**config.mk**
```make
export PLATFORM = sky130hd
export DESIGN_NAME = global_avgpool_4x4_128ch_reader
export DESIGN_NICKNAME = d
export VERILOG_FILES = /design/src/rtl/global_avgpool_4x4_128ch_reader.sv
export SDC_FILE = /design/constraint.sdc
export NUM_CORES = 1
export LEC_CHECK = 0
export BUFFER_PORTS_ARGS = -buffer_cell sky130_fd_sc_hd__buf_2
export CORE_ASPECT_RATIO = 2
export CORE_MARGIN = 2
export CORE_UTILIZATION = 41
export CTS_CLUSTER_SIZE = 16
export DETAILED_ROUTE_END_ITERATION = 12
export PLACE_DENSITY = 0.54
export SLEW_MARGIN = 20
export SYNTH_ARGS = -nofsm -noshare
export SYNTH_HDL_FRONTEND = slang
export SYNTH_SLANG_ARGS = --single-unit
export TNS_END_PERCENT = 50
```
**constraint.sdc**
```tcl
create_clock -name clk -period 12.9 [get_ports clk]
set_input_delay 0.645 -clock clk [delete_from_list [all_inputs] [get_ports clk]]
set_output_delay 0.645 -clock clk [all_outputs]
set_load 0.02 [all_outputs]
```
**src/rtl/global_avgpool_4x4_128ch_reader.sv**
```systemverilog
// Streams the upstream 4x4 pooled maps one element per cycle and stores a
// truncated per-channel average, readable with one cycle of latency.
module global_avgpool_4x4_128ch_reader #(
  parameter int unsigned CHANNELS    = 128,
  parameter int unsigned VALS_PER_CH = 16,
  parameter int unsigned READ_LAT    = 1
) (
  input  logic        clk,
  input  logic        resetn,
  input  logic        start,
  input  logic [4:0]  input_image_index,
  output logic        up_start,
  output logic [4:0]  up_image_index,
  input  logic        up_done,
  output logic [31:0] up_read_addr,
  input  logic [3:0]  up_read_data,
  input  logic [6:0]  read_addr,
  output logic [3:0]  read_data,
  output logic        busy,
  output logic        done
);

  localparam int unsigned TOTAL  = CHANNELS * VALS_PER_CH;
  localparam int unsigned VSHIFT = $clog2(VALS_PER_CH);
  localparam int unsigned CW     = (CHANNELS > 1) ? $clog2(CHANNELS) : 1;
  localparam int unsigned CNT_W  = $clog2(TOTAL);
  localparam int unsigned ACC_W  = 4 + VSHIFT;

  localparam logic [31:0]       LAST_ADDR = 32'(TOTAL - 1);
  localparam logic [CNT_W-1:0]  LAST_SMP  = CNT_W'(TOTAL - 1);
  localparam logic [VSHIFT-1:0] LAST_IDX  = VSHIFT'(VALS_PER_CH - 1);
  localparam logic [7:0]        CH_LIM    = 8'(CHANNELS);

  typedef enum logic [2:0] {
    IDLE,
    UP_START,
    WAIT_UP,
    STREAM,
    DRAIN,
    DONE
  } state_t;

  state_t state, state_next;

  logic [READ_LAT-1:0] tag, tag_next;
  logic [CNT_W-1:0]    smp_cnt;
  logic [ACC_W-1:0]    acc, sum;
  logic [VSHIFT-1:0]   smp_idx;
  logic [CW-1:0]       smp_ch;
  logic                issue, up_go, sample_valid;
  logic [3:0]          result [CHANNELS];

  // Samples are consumed in issue order, so a count of consumed samples
  // identifies channel and position without carrying addresses in the tags.
  always_comb begin
    issue        = (state == STREAM);
    up_go        = (state == WAIT_UP) && up_done;
    sample_valid = tag[READ_LAT-1];
    smp_idx      = smp_cnt[VSHIFT-1:0];
    smp_ch       = CW'(smp_cnt >> VSHIFT);
    sum          = ((smp_idx == '0) ? '0 : acc) + ACC_W'(up_read_data);
    tag_next     = '0;
    tag_next[0]  = issue;
    for (int unsigned i = 1; i < READ_LAT; i++) begin
      tag_next[i] = tag[i-1];
    end
  end

  always_ff @(posedge clk or negedge resetn) begin
    if (!resetn) begin
      state <= IDLE;
    end else begin
      state <= state_next;
    end
  end

  always_comb begin
    state_next = state;
    up_start   = 1'b0;
    busy       = 1'b1;
    done       = 1'b0;
    case (state)
      IDLE: begin
        busy = 1'b0;
        if (start) begin
          state_next = UP_START;
        end
      end
      UP_START: begin
        up_start   = 1'b1;
        state_next = WAIT_UP;
      end
      WAIT_UP: begin
        if (up_done) begin
          state_next = STREAM;
        end
      end
      STREAM: begin
        if (up_read_addr == LAST_ADDR) begin
          state_next = DRAIN;
        end
      end
      DRAIN: begin
        if (sample_valid && (smp_cnt == LAST_SMP)) begin
          state_next = DONE;
        end
      end
      DONE: begin
        done       = 1'b1;
        state_next = IDLE;
      end
      default: state_next = IDLE;
    endcase
  end

  always_ff @(posedge clk or negedge resetn) begin
    if (!resetn) begin
      up_image_index <= '0;
      up_read_addr   <= '0;
      tag            <= '0;
      smp_cnt        <= '0;
      acc            <= '0;
    end else begin
      if ((state == IDLE) && start) begin
        up_image_index <= input_image_index;
      end
      if (up_go) begin
        up_read_addr <= '0;
        tag          <= '0;
        smp_cnt      <= '0;
      end else begin
        tag <= tag_next;
        if (issue && (up_read_addr != LAST_ADDR)) begin
          up_read_addr <= up_read_addr + 32'd1;
        end
        if (sample_valid) begin
          smp_cnt <= smp_cnt + 1'b1;
          acc     <= sum;
        end
      end
    end
  end

  // Result storage is deliberately left out of reset so earlier results survive.
  always_ff @(posedge clk) begin
    if (sample_valid && (smp_idx == LAST_IDX)) begin
      result[smp_ch] <= sum[ACC_W-1:VSHIFT];
    end
  end

  always_ff @(posedge clk or negedge resetn) begin
    if (!resetn) begin
      read_data <= '0;
    end else if ({1'b0, read_addr} < CH_LIM) begin
      read_data <= result[read_addr[CW-1:0]];
    end else begin
      read_data <= '0;
    end
  end

endmodule
```
Word level (Yosys, flattened, before mapping). Memory sizes are Yosys's and may differ from the RTL's. A register that Yosys moved wholly into a read port is not among the register bits. Cells that the tools add are included.

Flip-flop bits (word level): 60. Latch bits: 0. Memory bits (writable): 512. ROM bits: 0. Input bits: 20. Output and inout port bits: 44. Word-level logic and storage cells: 52. Memories: 1.

Memories: result (words 128, bits a word 4, rd ports 1, clocked after memory_dff 1, wr ports 1, RTL line 51) `logic [3:0] result [CHANNELS];`.

Add/subtract/negate cells: 3. Multiply operators: 0. Divide/modulo/power cells: 0. Order comparisons: 0. Eq/ne operators: 13. Shifts and indexed selects: 0. Multiplexer cells: 16. Bitwise logic cells: 1. Reduce and logical (&&, ||, !) cells: 12.

Operators by type and width (number): $mux 32 (2); $add 32x1->32 const B (1); $eq 32x11->1 const B (1); $ne 32x11->1 const B (1); $mux 11 (2); $pmux 3 s5 (1); $mux 3 (4); $add 11x1->11 const B (1); $eq 11x11->1 const B (1); $add 8x4->8 (1); $mux 8 (1); $eq 3x2->1 const B (2); $eq 3x3->1 const B (2); $mux 1 (6); $ne 2x2->1 const B (3); $logic_and 1x1->1 (5); $eq 4x4->1 const B (1); $logic_not 4->1 (1); $reduce_and 4->1 (1); $reduce_bool 2->1 (2); $eq 3x1->1 const B (1); $logic_not 3->1 (1); $ne 2x1->1 const B (1); $reduce_and 2->1 (1); other kinds (2) (2).

Longest topological paths before layout.
Word-level depth: 4. Depth in mapped cells: 12. Mapped depth without buffers: 12.

Least setup slack after synthesis. OpenSTA, ideal clock, no wires.

Path type: reg-to-reg. Start point: register smp_cnt[0]. End point: memory result[0][0], data pin. Library setup time: 0.933 ns. Data arrival time: 5.341 ns. Data required time: 11.967 ns. Setup slack: 6.626 ns. Cell stages (with the launch flop): 12. Buffers on the path: 0. Period minus slack after synthesis: 6.274 ns. Path through: dfrtp_1 -> inv_1 -> ha_1 -> nand2_1 -> and2_1 -> ha_1 -> inv_1 -> fa_1 -> nor2b_1 -> o21ai_0 -> nand2_1 -> xnor2_1.

Longest elaborated chain between the ends: 3.

RTL lines: from (decl) (RTL line 46) `logic [CNT_W-1:0] smp_cnt;`; from (signal assigned) (RTL line 137) `smp_cnt <= smp_cnt + 1'b1;`; $logic_not 4->1 (RTL line 61) `sum = ((smp_idx == '0) ? '0 : acc) + ACC_W'(up_read_data);`; $mux 8 (RTL line 61); $add 8x4->8 (RTL line 61); net sum[4] (RTL line 47) `logic [ACC_W-1:0] acc, sum;`; to (decl) (RTL line 51).

The timed path passes the listed nets, and every way through them passes these cells.

Final worst setup path.
Start point: register smp_cnt[0]. End point: memory result[7][1], data pin.

Same word-level chain as after synthesis.

==> flow_metrics.env <==
export IMPL_outcome="complete, no violations"
export IMPL_row_count=123
export IMPL_final_fill_count=4873
export IMPL_p_leak_nw=8.60
export IMPL_die_area_mm2=0.0590
export IMPL_fin_nets=1348
export IMPL_fin_util_pct=46.7
export IMPL_cp_arrival_ns=4.50
export IMPL_yosysUniqueCellTypes=40
export IMPL_cts_tree="built"
export IMPL_clk_pin_slew_ns=0.07
export IMPL_yosysSeqAreaShare_pct=72.7
export IMPL_grt_pass1_vias=12654
export IMPL_cp_required_ns=13.14
export IMPL_coreArea_mm2=0.0563
export IMPL_skew_ns=0.0187
export IMPL_tightest_slew_ns=1.10
export IMPL_power_frac_seq_pct=52.0
export IMPL_synth_cell_area_mm2=0.0233
export IMPL_drive_gt1_share_pct=25.9
export IMPL_synthArstFlopShare_pct=11.1
export IMPL_cp_max_fo=88
export IMPL_setup_viol=0
export IMPL_p_clk_share_pct=34.2
export IMPL_ant_nets=0
export IMPL_cts_made_buffers=49
export IMPL_die_w_um=173
export IMPL_crit_path_end_kind="register"
export IMPL_rsz0062_at_grt="no"
export IMPL_synth_seq_cells=576
export IMPL_swShare_pct=25.9
export IMPL_grt_max_degree=89
export IMPL_start_util_pct=41.5
export IMPL_min_period_ns=4.25
export IMPL_vias=11575
export IMPL_dpl_hpwl_um=37400
export IMPL_slew_headroom_pct=26.2
export IMPL_yosys_warnings=0
export IMPL_h_tree_depth=2
export IMPL_final_max_slew_viol_count=0
export IMPL_viasPerCell=5.48
export IMPL_post_route_period_util_pct=33.0
export IMPL_internal_power_mw=3.40
export IMPL_synthFlopType="edfxtp_1"
export IMPL_antenna_found_initial=1
export IMPL_area_delta_synth_final_pct=12.6
export IMPL_post_cts_buffers=0
export IMPL_drt_initial_drc_count=653
export IMPL_ctsResizeCount=0
export IMPL_drc=0
export IMPL_die_h_um=341
export IMPL_grt_ovfl_total=0
export IMPL_ir_worst_vdd_v=0.000130
export IMPL_io_buffers=63
export IMPL_syn_area_per_cell_um2=18.6
export IMPL_place_congestion=0.799
export IMPL_dr_pass1_iters=5
export IMPL_dp_cells=2017
export IMPL_setup_tns_ns=0
export IMPL_synth_edf_count=512
export IMPL_wl_um=56700
export IMPL_cts_root_buf="clkbuf_16"
export IMPL_p_sw_mw=1.18
export IMPL_post_drt_wl_per_cell_um=26.9
export IMPL_syn_nets=1280
export IMPL_io_pins=64
export IMPL_p_per_area_mw_per_mm2=174
export IMPL_clock_sinks=576
export IMPL_fmax_mhz=235
export IMPL_max_cap_violations=0
export IMPL_track_usage_pct=19.5
export IMPL_grt_pass1_wl_um=83600
export IMPL_hold_violations=0
export IMPL_insertion_delay_ns=0.59
export IMPL_path_class="reg -> reg"
export IMPL_r2r_setup_slack_ns=8.65
export IMPL_fin_cells=2111
export IMPL_combPwrFrac_pct=13.9
export IMPL_hold_class="in -> reg"
export IMPL_critPathLaunchType="register"
export IMPL_syn_inst=1252
export IMPL_diodes=0
export IMPL_clock_path_buffers=3
## area by class of cell
cell class                 count  area, um2  area share, %
clock buffer                  64       1400           5.31
clock inverter                28        305           1.16
multi-input combinational    595       6110           23.2
tap                          750        938           3.57
timing repair buffer          81        507           1.93
inverter                      17       63.8          0.243
sequential                   576      17000           64.6
## cells in the mapped netlist, types with 3 or more instances
cell type | count | share of area (%)
and3_1 | 4 | 0.11
xor2_1 | 9 | 0.34
a21oi_1 | 14 | 0.30
nor3_1 | 7 | 0.15
inv_1 | 17 | 0.27
buf_4 | 3 | 0.096
nor4_1 | 20 | 0.54
nor2b_1 | 8 | 0.21
nor2_1 | 175 | 2.8
and2_1 | 6 | 0.16
buf_1 | 8 | 0.13
mux4_2 | 168 | 16
mux2i_1 | 4 | 0.17
nand4_1 | 11 | 0.29
o21ai_0 | 19 | 0.41
mux2_2 | 11 | 0.53
dfrtp_1 | 64 | 6.9
xnor2_1 | 25 | 0.94
buf_2 | 12 | 0.26
ha_1 | 7 | 0.38
nand3_1 | 20 | 0.43
nand2_1 | 57 | 0.92
or3_1 | 10 | 0.27
edfxtp_1 | 512 | 66
clkbuf_1 | 41 | 0.66
## timing repair
action	in CTS	in global routing
hold buffers	1	0
endpoints found under the hold margin	4	0
setup endpoints to repair	0	0
## state kept, by name, indices dropped and copies added (netlist names)
| register | flops |
|---|---|
| smp_cnt | 11 |
| state | 3 |
| up_image_index | 5 |
| acc | 8 |
| read_data | 4 |
| up_read_addr | 32 |
| sample_valid | 1 |
| result | 512 |
## logic make-up (layout without fill, tap and decap cells)
logic type | Yosys count | after routing | share of synthesized area, %
AOI/OAI and AO/OA | 42 | 42 | 1.02
xor gates and xnor gates | 34 | 34 | 1.28
adders and majority gates | 8 | 8 | 0.461
buffers and inverters | 81 | 190 | 1.41
DFF | 576 | 576 | 72.7
muxes | 183 | 183 | 16.9
and+or+nand+nor | 328 | 328 | 6.21
## final timing paths
path | startpoint | end | cells after the start
worst min register to register | acc[3] | acc[3] | 2
worst max register to register | smp_cnt[0] | result[7][1] | 13
worst min-delay path | input_image_index[4] | up_image_index[4] | 2
max in group asynchronous | resetn | up_read_addr[22] | 3
min in group asynchronous | resetn | acc[0] | 2
worst max-delay path | smp_cnt[0] | result[7][1] | 13
## critical path: stages (launching register included)
cell     delay (ns)
dfrtp_1        0.41
inv_1          0.06
ha_1           0.20
nand2_1        0.24
nand2_1        0.16
inv_1          0.08
ha_1           0.22
a21o_1         0.17
a21oi_1        0.23
nor2b_1        0.08
o21ai_0        0.29
xnor2_1        0.16
nor2_4         0.66
buf_4          0.83
## placed cells by master, fill, tap and decap left out, types with 10 or more instances in the layout
cell type / count
a21oi_1: 14
buf_2: 60
buf_4: 17
clkbuf_16: 52
clkinv_2: 13
dfrtp_1: 64
edfxtp_1: 512
inv_1: 17
mux2_2: 11
mux4_2: 168
nand2_1: 54
nand3_1: 18
nand4_1: 11
nor2_1: 173
nor4_1: 20
o21ai_0: 19
or3_1: 10
xnor2_1: 23
## through the flow
step / instance area [um2] / power, mW / hold slack [ns] / worst slack [ns]
6_report: 26300 / 4.58 / 0.289 / 8.65
4_1_cts: 26300 / 4.63 / 0.254 / 8.37
5_1_grt: 26300 / 4.76 / 0.272 / 8.18
3_5_place_dp: 24500 / 3.07 / 0.463 / 8.39
2_1_floorplan: 23300 / 2.84 / 0.349 / 6.63
3_3_place_gp: 24500 / 3.06 / 0.462 / 8.39
## metal layers
| metal | GRT usage, % | vias up | wire (um) |
|---|---|---|---|
| li1 | - | 5098 | - |
| met1 | 19.9 | 6133 | 18900 |
| met2 | 40.1 | 262 | 34100 |
| met3 | 2.04 | 80 | 1800 |
| met4 | 7.03 | 2 | 1870 |
| met5 | 0 | - | 15 |
## power by group through the flow
stage	Clock (mW)	Combinational [mW]	Sequential (mW)
global placement	0	0.635	2.42
global route	1.67	0.707	2.39
detailed placement	0	0.650	2.42
floorplan	0	0.364	2.47
CTS	1.60	0.650	2.38
finish	1.56	0.634	2.38
Power figures use the tool's default switching activity.
